### config.mk
export PLATFORM = sky130hd
export DESIGN_NAME = sdram_axi_arb
export DESIGN_NICKNAME = d
export VERILOG_FILES = /design/src/rtl/sdram_axi_arb.sv
export SDC_FILE = /design/constraint.sdc
export NUM_CORES = 1
export LEC_CHECK = 0
export CORE_AREA = 2 2 151 153
export CTS_CLUSTER_DIAMETER = 150
export DETAILED_ROUTE_END_ITERATION = 10
export DIE_AREA = 0 0 153 155
export GPL_TIMING_DRIVEN = 0
export HOLD_SLACK_MARGIN = 0.02
export SYNTH_ARGS = -nofsm -noshare
export SYNTH_HDL_FRONTEND = slang
export SYNTH_SLANG_ARGS = --single-unit
export TNS_END_PERCENT = 50
### constraint.sdc
create_clock -name clk_i -period 3.7 [get_ports clk_i]
set_clock_uncertainty 0.15 [all_clocks]
set_input_delay 0.37 -clock clk_i [delete_from_list [all_inputs] [get_ports clk_i]]
set_output_delay 0.37 -clock clk_i [all_outputs]
set_load 0.01 [all_outputs]
### src/rtl/sdram_axi_arb.sv
// Round-robin arbiter that turns N_REQ one-word req/ack requesters into
// single-beat AXI3 transactions on the sdram_axi slave port.
// One transaction is in flight at a time; the winner's payload is latched at grant.
module sdram_axi_arb #(
  parameter int N_REQ  = 2,
  parameter int ADDR_W = 32,
  parameter int ID_W   = 12
) (
  input  logic                      clk_i,
  input  logic                      rst_ni,
  input  logic [N_REQ-1:0]          req_i,
  input  logic [N_REQ-1:0]          we_i,
  input  logic [N_REQ*ADDR_W-1:0]   addr_i,
  input  logic [N_REQ*32-1:0]       wdata_i,
  input  logic [N_REQ*4-1:0]        wstrb_i,
  output logic [N_REQ-1:0]          ack_o,
  output logic                      err_o,
  output logic [31:0]               rdata_o,
  output logic                      busy_o,
  output logic                      axi_awvalid_o,
  output logic [ADDR_W-1:0]         axi_awaddr_o,
  output logic [ID_W-1:0]           axi_awid_o,
  output logic [3:0]                axi_awlen_o,
  output logic [1:0]                axi_awburst_o,
  output logic                      axi_wvalid_o,
  output logic [31:0]               axi_wdata_o,
  output logic [3:0]                axi_wstrb_o,
  output logic                      axi_wlast_o,
  output logic                      axi_bready_o,
  output logic                      axi_arvalid_o,
  output logic [ADDR_W-1:0]         axi_araddr_o,
  output logic [ID_W-1:0]           axi_arid_o,
  output logic [3:0]                axi_arlen_o,
  output logic [1:0]                axi_arburst_o,
  output logic                      axi_rready_o,
  input  logic                      axi_awready_i,
  input  logic                      axi_wready_i,
  input  logic                      axi_arready_i,
  input  logic                      axi_bvalid_i,
  input  logic [1:0]                axi_bresp_i,
  input  logic [ID_W-1:0]           axi_bid_i,
  input  logic                      axi_rvalid_i,
  input  logic [31:0]               axi_rdata_i,
  input  logic [1:0]                axi_rresp_i,
  input  logic [ID_W-1:0]           axi_rid_i,
  input  logic                      axi_rlast_i
);

  localparam int IDX_W = (N_REQ > 1) ? $clog2(N_REQ) : 1;
  localparam logic [N_REQ-1:0] ACK_ONE = {{(N_REQ-1){1'b0}}, 1'b1};

  typedef enum logic [2:0] {
    S_IDLE    = 3'd0,
    S_WR_REQ  = 3'd1,
    S_WR_RESP = 3'd2,
    S_RD_REQ  = 3'd3,
    S_RD_DATA = 3'd4,
    S_DONE    = 3'd5
  } state_e;

  state_e             state_q, state_d;
  logic [IDX_W-1:0]   ptr_q, ptr_d;
  logic [IDX_W-1:0]   win_q, win_d;
  logic [ADDR_W-1:0]  addr_q, addr_d;
  logic [31:0]        wdata_q, wdata_d;
  logic [3:0]         wstrb_q, wstrb_d;
  logic               aw_pend_q, aw_pend_d;
  logic               w_pend_q, w_pend_d;
  logic               ar_pend_q, ar_pend_d;
  logic               err_q, err_d;
  logic [31:0]        rdata_q, rdata_d;
  logic [N_REQ-1:0]   ack_q, ack_d;
  logic               err_out_q, err_out_d;

  logic               gnt_found_s;
  logic [IDX_W-1:0]   gnt_idx_s;
  logic [IDX_W:0]     scan_s;
  logic               sel_we_s;
  logic [ADDR_W-1:0]  sel_addr_s;
  logic [31:0]        sel_wdata_s;
  logic [3:0]         sel_wstrb_s;
  logic               unused_s;

  // bid/rid are not checked and the low address bits never reach the bus.
  assign unused_s = ^{axi_bid_i, axi_rid_i, addr_q[1:0]};

  // Round-robin scan from ptr, then pick up the winner's payload.
  always_comb begin
    gnt_found_s = 1'b0;
    gnt_idx_s   = '0;
    scan_s      = '0;
    sel_we_s    = 1'b0;
    sel_addr_s  = '0;
    sel_wdata_s = 32'h0000_0000;
    sel_wstrb_s = 4'h0;
    for (int k = 0; k < N_REQ; k++) begin
      scan_s = {1'b0, ptr_q} + (IDX_W+1)'(k);
      if (scan_s >= (IDX_W+1)'(N_REQ)) begin
        scan_s = scan_s - (IDX_W+1)'(N_REQ);
      end else begin
        scan_s = scan_s;
      end
      if (!gnt_found_s && req_i[scan_s[IDX_W-1:0]]) begin
        gnt_found_s = 1'b1;
        gnt_idx_s   = scan_s[IDX_W-1:0];
      end else begin
        gnt_found_s = gnt_found_s;
      end
    end
    for (int j = 0; j < N_REQ; j++) begin
      if (gnt_idx_s == IDX_W'(j)) begin
        sel_we_s    = we_i[j];
        sel_addr_s  = addr_i[j*ADDR_W +: ADDR_W];
        sel_wdata_s = wdata_i[j*32 +: 32];
        sel_wstrb_s = wstrb_i[j*4 +: 4];
      end else begin
        sel_we_s = sel_we_s;
      end
    end
  end

  // Transaction FSM: next state, latched payload, handshake tracking, ack/err.
  always_comb begin
    state_d   = state_q;
    ptr_d     = ptr_q;
    win_d     = win_q;
    addr_d    = addr_q;
    wdata_d   = wdata_q;
    wstrb_d   = wstrb_q;
    aw_pend_d = aw_pend_q;
    w_pend_d  = w_pend_q;
    ar_pend_d = ar_pend_q;
    err_d     = err_q;
    rdata_d   = rdata_q;
    ack_d     = '0;
    err_out_d = 1'b0;
    case (state_q)
      S_IDLE: begin
        if (gnt_found_s) begin
          win_d   = gnt_idx_s;
          addr_d  = sel_addr_s;
          wdata_d = sel_wdata_s;
          wstrb_d = sel_wstrb_s;
          err_d   = 1'b0;
          if (sel_we_s) begin
            state_d   = S_WR_REQ;
            aw_pend_d = 1'b1;
            w_pend_d  = 1'b1;
          end else begin
            state_d   = S_RD_REQ;
            ar_pend_d = 1'b1;
          end
        end else begin
          state_d = S_IDLE;
        end
      end
      S_WR_REQ: begin
        aw_pend_d = aw_pend_q & ~axi_awready_i;
        w_pend_d  = w_pend_q & ~axi_wready_i;
        if (!aw_pend_d && !w_pend_d) begin
          state_d = S_WR_RESP;
        end else begin
          state_d = S_WR_REQ;
        end
      end
      S_WR_RESP: begin
        if (axi_bvalid_i) begin
          err_d     = (axi_bresp_i != 2'b00);
          state_d   = S_DONE;
          ack_d     = ACK_ONE << win_q;
          err_out_d = (axi_bresp_i != 2'b00);
        end else begin
          state_d = S_WR_RESP;
        end
      end
      S_RD_REQ: begin
        if (axi_arready_i) begin
          ar_pend_d = 1'b0;
          state_d   = S_RD_DATA;
        end else begin
          state_d = S_RD_REQ;
        end
      end
      S_RD_DATA: begin
        if (axi_rvalid_i) begin
          rdata_d = axi_rdata_i;
          err_d   = err_q | (axi_rresp_i != 2'b00);
          if (axi_rlast_i) begin
            state_d   = S_DONE;
            ack_d     = ACK_ONE << win_q;
            err_out_d = err_q | (axi_rresp_i != 2'b00);
          end else begin
            state_d = S_RD_DATA;
          end
        end else begin
          state_d = S_RD_DATA;
        end
      end
      S_DONE: begin
        ptr_d   = (win_q == IDX_W'(N_REQ-1)) ? '0 : win_q + IDX_W'(1);
        state_d = S_IDLE;
      end
      default: begin
        state_d = S_IDLE;
      end
    endcase
  end

  // State and datapath registers, cleared asynchronously.
  always_ff @(posedge clk_i or negedge rst_ni) begin
    if (!rst_ni) begin
      state_q   <= S_IDLE;
      ptr_q     <= '0;
      win_q     <= '0;
      addr_q    <= '0;
      wdata_q   <= 32'h0000_0000;
      wstrb_q   <= 4'h0;
      aw_pend_q <= 1'b0;
      w_pend_q  <= 1'b0;
      ar_pend_q <= 1'b0;
      err_q     <= 1'b0;
      rdata_q   <= 32'h0000_0000;
      ack_q     <= '0;
      err_out_q <= 1'b0;
    end else begin
      state_q   <= state_d;
      ptr_q     <= ptr_d;
      win_q     <= win_d;
      addr_q    <= addr_d;
      wdata_q   <= wdata_d;
      wstrb_q   <= wstrb_d;
      aw_pend_q <= aw_pend_d;
      w_pend_q  <= w_pend_d;
      ar_pend_q <= ar_pend_d;
      err_q     <= err_d;
      rdata_q   <= rdata_d;
      ack_q     <= ack_d;
      err_out_q <= err_out_d;
    end
  end

  assign ack_o         = ack_q;
  assign err_o         = err_out_q;
  assign rdata_o       = rdata_q;
  assign busy_o        = (state_q != S_IDLE);
  assign axi_awvalid_o = aw_pend_q;
  assign axi_awaddr_o  = {addr_q[ADDR_W-1:2], 2'b00};
  assign axi_awid_o    = ID_W'(win_q);
  assign axi_awlen_o   = 4'd0;
  assign axi_awburst_o = 2'b01;
  assign axi_wvalid_o  = w_pend_q;
  assign axi_wdata_o   = wdata_q;
  assign axi_wstrb_o   = wstrb_q;
  assign axi_wlast_o   = 1'b1;
  assign axi_bready_o  = (state_q == S_WR_RESP);
  assign axi_arvalid_o = ar_pend_q;
  assign axi_araddr_o  = {addr_q[ADDR_W-1:2], 2'b00};
  assign axi_arid_o    = ID_W'(win_q);
  assign axi_arlen_o   = 4'd0;
  assign axi_arburst_o = 2'b01;
  assign axi_rready_o  = (state_q == S_RD_DATA);

endmodule

==> results of run 1 <==
==> worst reg2reg max path, cell delays in order, from the launching register on <==
cell,delay [ns]
dfrtp_1,0.39
o21ai_2,0.39
buf_4,0.32
buf_2,0.37
mux2i_1,0.29
o21ai_1,0.09
==> area by class of cell <==
type / instances / area [um2] / area share (%)
plain buffers: 100 / 734 / 7.75
clock buffers: 9 / 225 / 2.38
clock inverters: 7 / 103 / 1.08
inverters: 8 / 30.0 / 0.317
multi-input cells: 318 / 2060 / 21.7
flip-flops and latches: 110 / 2750 / 29.0
well taps: 285 / 357 / 3.76
repair buffers: 320 / 3220 / 34.0
==> report_power, final <==
group	total, mW	internal (mW)	switching [mW]	leakage [nW]
clock	1.09	0.603	0.485	0.157
sequential	2.14	1.78	0.358	1.36
combinational	3.74	2.19	1.55	2.87
total	6.97	4.58	2.39	4.38
==> state kept, by name, indices dropped and copies added (netlist names) <==
| name | cells |
|---|---|
| axi_wdata_o | 32 |
| rdata_o | 32 |
| addr_q | 30 |
| axi_wstrb_o | 4 |
| state_q | 3 |
| ack_o | 2 |
| axi_arvalid_o | 1 |
| axi_awvalid_o | 1 |
| axi_wvalid_o | 1 |
| err_o | 1 |
| err_q | 1 |
| ptr_q | 1 |
| win_q | 1 |
==> per-layer routing <==
metal | global-route usage (%) | vias up | share of wire, %
li1 | - | 2324 | -
met1 | 18.3 | 2188 | 41
met2 | 25.9 | 185 | 50
met3 | 3.96 | 21 | 7.0
met4 | 5.47 | 2 | 2.0
met5 | 0 | - | 0.039
==> Yosys cell counts (all sizes together), types with 2 or more instances <==
library cell,number,area share (%)
nor2,5,0.35
o21ai,74,6.9
nand3b,3,0.41
buf,93,13
dfrtp,110,51
mux2i,68,13
a221oi,2,0.32
nand2,71,4.9
a21oi,3,0.28
nor2b,3,0.35
mux2,33,6.8
clkbuf,7,0.62
conb,2,0.14
nor3b,2,0.28
inv,8,0.55
==> stage by stage <==
stage | power [mW] | utilization (%)
floorplan | 3.87 | -
global placement | 5.93 | 41.0
finish | 6.97 | 42.6
CTS | 7.11 | 42.6
global route | 7.47 | 42.6
detailed placement | 5.97 | 41.1
==> final timing paths <==
kind	to	cells after the start
setup / recovery	axi_bready_o	3
hold / removal	axi_wstrb_o[2]	2
setup reg to reg	axi_wdata_o[24]	5
hold reg to reg	axi_wstrb_o[2]	2
max in group asynchronous	addr_q[13]	3
min in group asynchronous	rdata_o[17]	2
==> cells by family after synthesis <==
kind of cell           count (synthesis)  share of synthesized area, %
flip-flops                           110                          50.7
buffers and inverters                108                          14.1
multiplexers                         101                          19.4
AND/OR/NAND/NOR                       93                          7.41
other                                  2                         0.138
AO/OA/AOI/OAI                         85                          8.36
==> results.md, run 1 <==
* Outcome: finished clean
* Post-Synthesis Cells at 499
* Min Tclk post-route at 2.44 ns
* Die X-Extent at 153 um
* CP top delay family: buffers and inverters
* Routed WL per cell at 15.7 um
* Core area at 0.0222 mm2
* Root Buffer: clkbuf_16
* Worst path cell trace: clkbuf_1 -> nor3b_1 -> clkdlybuf4s50_1
* Critical-path maximum fanout at 10
* Number of DRC markers in iteration 0 at 149
* Netlist cell types at 36
* R2R Setup Slk at 1.60 ns
* Cell at the slowest stage of the critical path: clkdlybuf4s50_1
* Global-route wire length before repair at 27600 um
* Syn_area_per_cell at 10.9 um2
* Drt total wl at 18200 um
* Most common cell after layout, fill and taps aside: clkdlybuf4s50_1
* Synth warn at 0
* Sequential area share after synthesis at 50.7%
* Critical Path RT at 3.18 ns
* TritonCTS Buffers at 9
* Hold Path Origin: axi_wstrb_o[2]
* Setup WS post-layout at 1.26 ns
* Worst-Skew Late Latency at 0.35 ns
* Clock sinks at 110
* Setup crit end kind: output pin
* Max_cap viols at 0
* Vias/cell at 4.08
* Final instance area at 0.00948 mm2
* Via total after detailed routing at 4720
* Slowest Stage Delay on Critical Path at 0.60 ns
* Critical path buffers and inverters at 2
* Layout Area Growth over Synthesis at 74.4%
* Worst setup startpoint: state_q[2]
* Initial antenna violation count at 2
* DRC Markers at 0
* #FFs+latches synth at 110
* CTS tree: yes
* Dpl hpwl at 14400 um
* Iteration count of the initial detailed-routing pass at 4
* Placed instance area at 0.00914 mm2
* Crit path DAT at 1.92 ns
* Tcrit/Tclk final at 66.1%
* Final hold slack at 0.336 ns
* Final setup TNS at 0 ns
* Final Hold Viols at 0
* Share of cells above drive strength 1 at 17.3%
* Hold Path Class: reg2reg
* Cts repair resizes at 0
* Setup WS pre-CTS at 0.948 ns
* DRT antenna net count at 0
* Post-Place Cells at 1140
* Worst reg2reg path startpoint: ptr_q
* Total GRT Usage at 15.1%
* Startpoint types: register
* Prevailing post-synth register cell: dfrtp_1
* Worst slew pin tran at 0.763 ns
* Ys async rst share at 100%
* Power density over cell area at 735 mW/mm2
* Post-synth EDFFs at 0
* Diode count at 0
* Mapped Area at 0.00543 mm2
* IO Pins at 386
* CTS Hold Bufs at 1
* Final setup viols at 0
* Layout Nets at 1075
* Starting density of the core at 24.4%
* Chip Height at 155 um
* GPL Wtd Cong at 0.761
* Setup Crit Path Kind: reg2out
* Total Die Area at 0.0237 mm2
* Static leakage at 4.38 nW
* Final cell count without fillers at 1157
* Maximum VDD drop at 0.275 mV
* Clk slew on worst S/H paths at 0.07 ns
* CTS Buffer Depth at 2
* Port Buf Inserts at 318
* Unrepaired setup endpoints after global routing: no
* Max-slew violations at 0
* Cell row count at 55
* Post-CTS setup repair buffer count at 0
* Fmax at 0.409 GHz
* Fillers at 2204
* Most frequent cells in the layout: clkdlybuf4s50_1 (317), dfrtp_1 (110), buf_4 (72)
* Pin count of the biggest net entering global routing at 62
* Vias in the first global route at 4760
* GRT overflow at 0
* Rel. slew slack at 49.1%
* H-tree depth at 3
Power figures use the tool's default switching activity.
==> run 2, diff against run 1 <==
Settings changed: CORE_AREA 2 2 151 153 to 2 2 148 150, DIE_AREA 0 0 153 155 to 0 0 150 152.
Clock period 3.7 ns to 2.4 ns, I/O delays scaled along.
==> run 2 against run 1 <==
Utilization rose by 1.5 points. Combinational power up 54%. Non-clock buffer count is the same. Sequential share of layout area increased by 0.14 points. Global-route usage is 0.54 points higher. Largest cell class unchanged. Critical path type unchanged.
==> results.md, run 2 (synthesized netlist as in run 1, its figures left out) <==
* Clock sinks at 110 (unchanged)
* Final hold slack at 0.223 ns (-0.113 ns)
* Chip Height at 152 um (-1.9%)
* CTS tree: yes
* Setup WS pre-CTS at -0.381 ns (-1.33 ns)
* Max_cap viols at 0 (unchanged)
* Pin count of the biggest net entering global routing at 67 (+8.1%)
* Worst r2r path cells at 5 (unchanged)
* Met1 usage at 19.0% (+0.65 points)
* Outcome: finished clean
* Dpl hpwl at 14200 um (-1.4%)
* Min Tclk post-route at 2.29 ns
* Via total after detailed routing at 4673 (-1.0%)
* Setup Crit Path Kind: reg2out
* Grt met3 use at 4.86% (+0.91 points)
* Post-CTS setup repair buffer count at 0 (unchanged)
* Power density over cell area at 1120 mW/mm2 (+52%)
* Final setup viols at 0 (unchanged)
* Port Buf Inserts at 318 (unchanged)
* Routed WL per cell at 15.4 um (-1.7%)
* Number of DRC markers in iteration 0 at 145 (-2.7%)
* Unrepaired setup endpoints after global routing: no
* Vias in the first global route at 4758 (-0.042%)
* DRC Markers at 0 (unchanged)
* Placed instance area at 0.00914 mm2 (about the same)
* Vias/cell at 4.06 (-0.57%)
* Iteration count of the initial detailed-routing pass at 4 (unchanged)
* Starting density of the core at 25.5% (+1.0 points)
* GRT overflow at 0 (unchanged)
* Fmax at 0.436 GHz
* Global-route track usage on met2 at 26.7% (+0.84 points)
* Total Die Area at 0.0228 mm2 (-3.9%)
* CTS Buffer Depth at 2 (unchanged)
* Cell row count at 54 (-1.8%)
* GPL Wtd Cong at 0.719 (-5.5%)
* Worst-Skew Late Latency at 0.35 ns (about the same)
* Hold Path Class: in2async
* Die X-Extent at 150 um (-2.0%)
* Final cell count without fillers at 1152 (-0.43%)
* Tcrit/Tclk final at 95.5%
* Critical Path RT at 2.01 ns (-1.17 ns)
* Initial antenna violation count at 1 (-1)
* Setup WS post-layout at 0.108 ns (-1.15 ns)
* H-tree depth at 3 (unchanged)
* Total GRT Usage at 15.6% (+0.54 points)
* Global routing's busiest layer: met2
* Layout Area Growth over Synthesis at 73.6%
* Max-slew violations at 0 (unchanged)
* Layout Nets at 1075 (unchanged)
* Global-route wire length before repair at 27500 um (-0.35%)
* DRT antenna net count at 0 (unchanged)
* Static leakage at 4.36 nW (-0.41%)
* Root Buffer: clkbuf_16
* Maximum VDD drop at 0.371 mV (+35%)
* Worst slew pin tran at 0.747 ns (-0.0165 ns)
* Final Hold Viols at 0 (unchanged)
* Most common cell after layout, fill and taps aside: clkdlybuf4s50_1
* Share of cells above drive strength 1 at 17.3% (unchanged)
* Clk slew on worst S/H paths at 0.08 ns (about the same)
* Core area at 0.0214 mm2 (-3.9%)
* Most frequent cells in the layout: clkdlybuf4s50_1 (317), dfrtp_1 (110), buf_4 (72)
* Post-Place Cells at 1135 (-0.44%)
* Crit path DAT at 1.90 ns (-0.02 ns)
* Startpoint types: register
* Rel. slew slack at 50.2% (+1.1 points)
* Worst reg2reg path startpoint: ptr_q
* TritonCTS Buffers at 9 (unchanged)
* Setup crit end kind: output pin
* Worst setup startpoint: state_q[2]
* IO Pins at 386 (unchanged)
* Critical-path maximum fanout at 10 (unchanged)
* Drt total wl at 17800 um (-2.2%)
* Final instance area at 0.00943 mm2 (-0.49%)
* Diode count at 0 (unchanged)
[run 2: metal layers]
layer  routed length, um  up-vias
met1                7200     2151
li1                    -     2316
met5                  13        -
met4                 249        2
met2                8780      186
met3                1540       18
[run 2: worst paths after layout]
path	slack, ns	end
max in group asynchronous	1.17	addr_q[19]
worst max register to register	0.27	axi_wdata_o[30]
worst min-delay path	0.22	rdata_o[12]
min in group clk_i	0.33	axi_wdata_o[6]
worst min register to register	0.33	axi_wdata_o[6]
worst max-delay path	0.11	axi_bready_o
[run 2: through the flow]
step                      TNS [ns]  power [mW]  utilization [%]
after global placement     -405.12        9.14             42.7
after detailed placement     -5.44        9.21             42.8
after CTS                        0        10.7             44.1
after global routing             0        11.3             44.2
after floorplan                  0        5.97                -
final                            0        10.6             44.2
[run 2: report_power, final]
part,leakage [nW],internal [mW],total (mW),switching [mW]
registers,1.36,2.75,3.31,0.556
clock network,0.138,0.720,1.48,0.757
logic,2.87,3.37,5.77,2.39
total,4.36,6.85,10.6,3.71
[run 2: critical path, cell delays in order, from the launching register on]
cell             delay (ns)
dfrtp_1                0.38
clkbuf_1               0.21
nor3b_1                0.34
clkdlybuf4s50_1        0.62
[run 2: what timing repair did]
action | CTS | global route
hold endpoints to repair | 44 | 0
hold buffers | 1 | 0
setup endpoints to repair | 0 | 1
resized for setup | 0 | 1
[run 2: cell type report]
| cell class | instances | area [um2] |
|---|---|---|
| multi-input combinational | 318 | 2060 |
| sequential | 110 | 2750 |
| buffer | 100 | 734 |
| clock buffer | 9 | 225 |
| inverter | 8 | 30.0 |
| fill | 2105 | 11900 |
| clock inverter | 7 | 55.1 |
| tap | 280 | 350 |
| timing repair buffer | 320 | 3220 |
==> run 3, diff against run 2 <==
Settings changed: REMOVE_ABC_BUFFERS set to 1.
==> run 3 against run 2 <==
Design area down 6.6%. Combinational power down 13%. Via count down 6.5%. Count of clock-buffer cells in the layout up 1. Cell count down 8.2%. Sequential power up 1%. Sequential share of layout area up 2.1 points. Power down 6.8%. Critical endpoint is now addr_q[16].
==> results.md, run 3 (synthesized netlist as in run 1, its figures left out) <==
* Outcome: finished clean
* Rel. slew slack at 50.1% (-0.15 points)
* Initial antenna violation count at 1 (unchanged)
* Final cell count without fillers at 1058 (-8.2%)
* Most frequent cells in the layout: clkdlybuf4s50_1 (317), dfrtp_1 (110), nand2_1 (71)
* Layout Area Growth over Synthesis at 62.1%
* Setup Crit Path Kind: reg2reg
* Number of DRC markers in iteration 0 at 87 (-40%)
* Diode count at 0 (unchanged)
* Drt total wl at 15300 um (-14%)
* GPL Wtd Cong at 0.716 (-0.47%)
* Total Die Area at 0.0228 mm2 (unchanged)
* CTS Buffer Depth at 2 (unchanged)
* Via total after detailed routing at 4367 (-6.5%)
* Pin count of the biggest net entering global routing at 72 (+7.5%)
* Crit path DAT at 2.29 ns (+0.39 ns)
* TritonCTS Buffers at 9 (unchanged)
* Layout Nets at 981 (-8.7%)
* DRT antenna net count at 0 (unchanged)
* Final setup viols at 0 (unchanged)
* Core area at 0.0214 mm2 (unchanged)
* Die X-Extent at 150 um (unchanged)
* Share of cells above drive strength 1 at 7.84% (-9.5 points)
* FF-to-FF End: addr_q[16]
* Max_cap viols at 0 (unchanged)
* Cell row count at 54 (unchanged)
* Total GRT Usage at 13.4% (-2.2 points)
* R2R Setup Slk at 0.18 ns (-0.09 ns)
* Post-Place Cells at 1039 (-8.5%)
* H-tree depth at 3 (unchanged)
* Clock sinks at 110 (unchanged)
* Worst reg2reg path startpoint: state_q[2]
* Vias/cell at 4.13 (+1.8%)
* Dpl hpwl at 11900 um (-16%)
* Starting density of the core at 25.5% (unchanged)
* Critical Path RT at 2.47 ns (+0.46 ns)
* Worst-Skew Late Latency at 0.35 ns (about the same)
* Worst slew pin tran at 0.749 ns (+0.00231 ns)
* Chip Height at 152 um (unchanged)
* Worst setup startpoint: state_q[2]
* IO Pins at 386 (unchanged)
* Iteration count of the initial detailed-routing pass at 4 (unchanged)
* Routed WL per cell at 14.5 um (-6.0%)
* Final setup TNS at 0 ns (unchanged)
* Port Buf Inserts at 318 (unchanged)
* Max-slew violations at 0 (unchanged)
* Critical-path maximum fanout at 71 (+61)
* Fmax at 0.451 GHz (+3.4%)
* Unrepaired setup endpoints after global routing: no
* Root Buffer: clkbuf_16
* CTS tree: yes
* Hold Path Class: in2async
* Vias in the first global route at 4399 (-7.5%)
* Power density over cell area at 1120 mW/mm2 (-0.13%)
* Static leakage at 3.92 nW (-10%)
* Min Tclk post-route at 2.22 ns (-0.0749 ns)
* Cts repair resizes at 0 (unchanged)
* GRT overflow at 0 (unchanged)
* DRC Markers at 0 (unchanged)
* Most common cell after layout, fill and taps aside: clkdlybuf4s50_1
* Worst r2r path cells at 5 (unchanged)
* Final Hold Viols at 0 (unchanged)
* Global-route wire length before repair at 23900 um (-13%)
* Startpoint types: register
* Clk slew on worst S/H paths at 0.08 ns (about the same)
* Setup crit end kind: register
* Maximum VDD drop at 0.591 mV (+59%)
* Tcrit/Tclk final at 92.4% (-3.1 points)
-- run 3: changes by cell type in the layout (fill, tap and decap cells not counted), sizes merged --
cell | previous run | this run
inv | 11 | 10
clkbuf | 16 | 10
buf | 95 | 8
-- run 3: final cells by class --
class | instances | area, um2
repair buffers | 326 | 3320
fillers | 2133 | 12500
clock buffers | 10 | 239
clock inverters | 6 | 43.8
inverters | 8 | 30.0
well taps | 280 | 350
multi-input cells | 318 | 2070
flip-flops and latches | 110 | 2750
-- run 3: how the worst max path moves through the flow --
stage,to,slack (ns),depth (start not counted)
floorplan,state_q[1],-1.54,3
global placement,axi_wdata_o[19],-3.67,1
detailed placement,addr_q[15],-0.35,7
CTS,addr_q[15],0.006,7
global route,axi_wstrb_o[3],0.009,5
finish,addr_q[16],0.18,5
-- run 3: worst max-delay path: stages (launching register included) --
cell and delay [ns]:
dfrtp_1 0.50, or3_4 0.45, or2_4 0.48, buf_16 0.29, nand2_1 0.10, o21ai_0 0.07
-- run 3: per-layer routing --
layer	share of wire (%)	global-route usage [%]
met1	38	15.3
met2	48	23.2
met3	12	4.89
met4	1.4	4.45
met5	0	0
-- run 3: timing repair --
action                                  4_1_cts  5_1_grt
endpoints found under the setup margin        0        1
buffers inserted                              0        2
endpoints found under the hold margin        47        0
hold buffers                                  1        0
-- run 3: report_power, final --
group | switching [mW] | internal [mW]
clock network | 0.720 | 0.740
logic | 2.10 | 2.93
registers | 0.602 | 2.75
total | 3.42 | 6.42
-- run 3: per-stage QoR --
step | total power, mW | worst slack, ns | util [%] | hold WS [ns] | cell area [um2]
after global placement | 8.35 | -3.67 | 39.2 | 0.317 | 8370
final | 9.84 | 0.183 | 41.3 | 0.239 | 8810
after detailed placement | 8.49 | -0.355 | 39.8 | 0.0629 | 8500
after floorplan | 5.42 | -1.54 | - | -0.206 | 4840
after CTS | 10.0 | 0.00625 | 41.2 | 0.240 | 8790
after global routing | 10.6 | 0.00897 | 41.3 | 0.259 | 8810
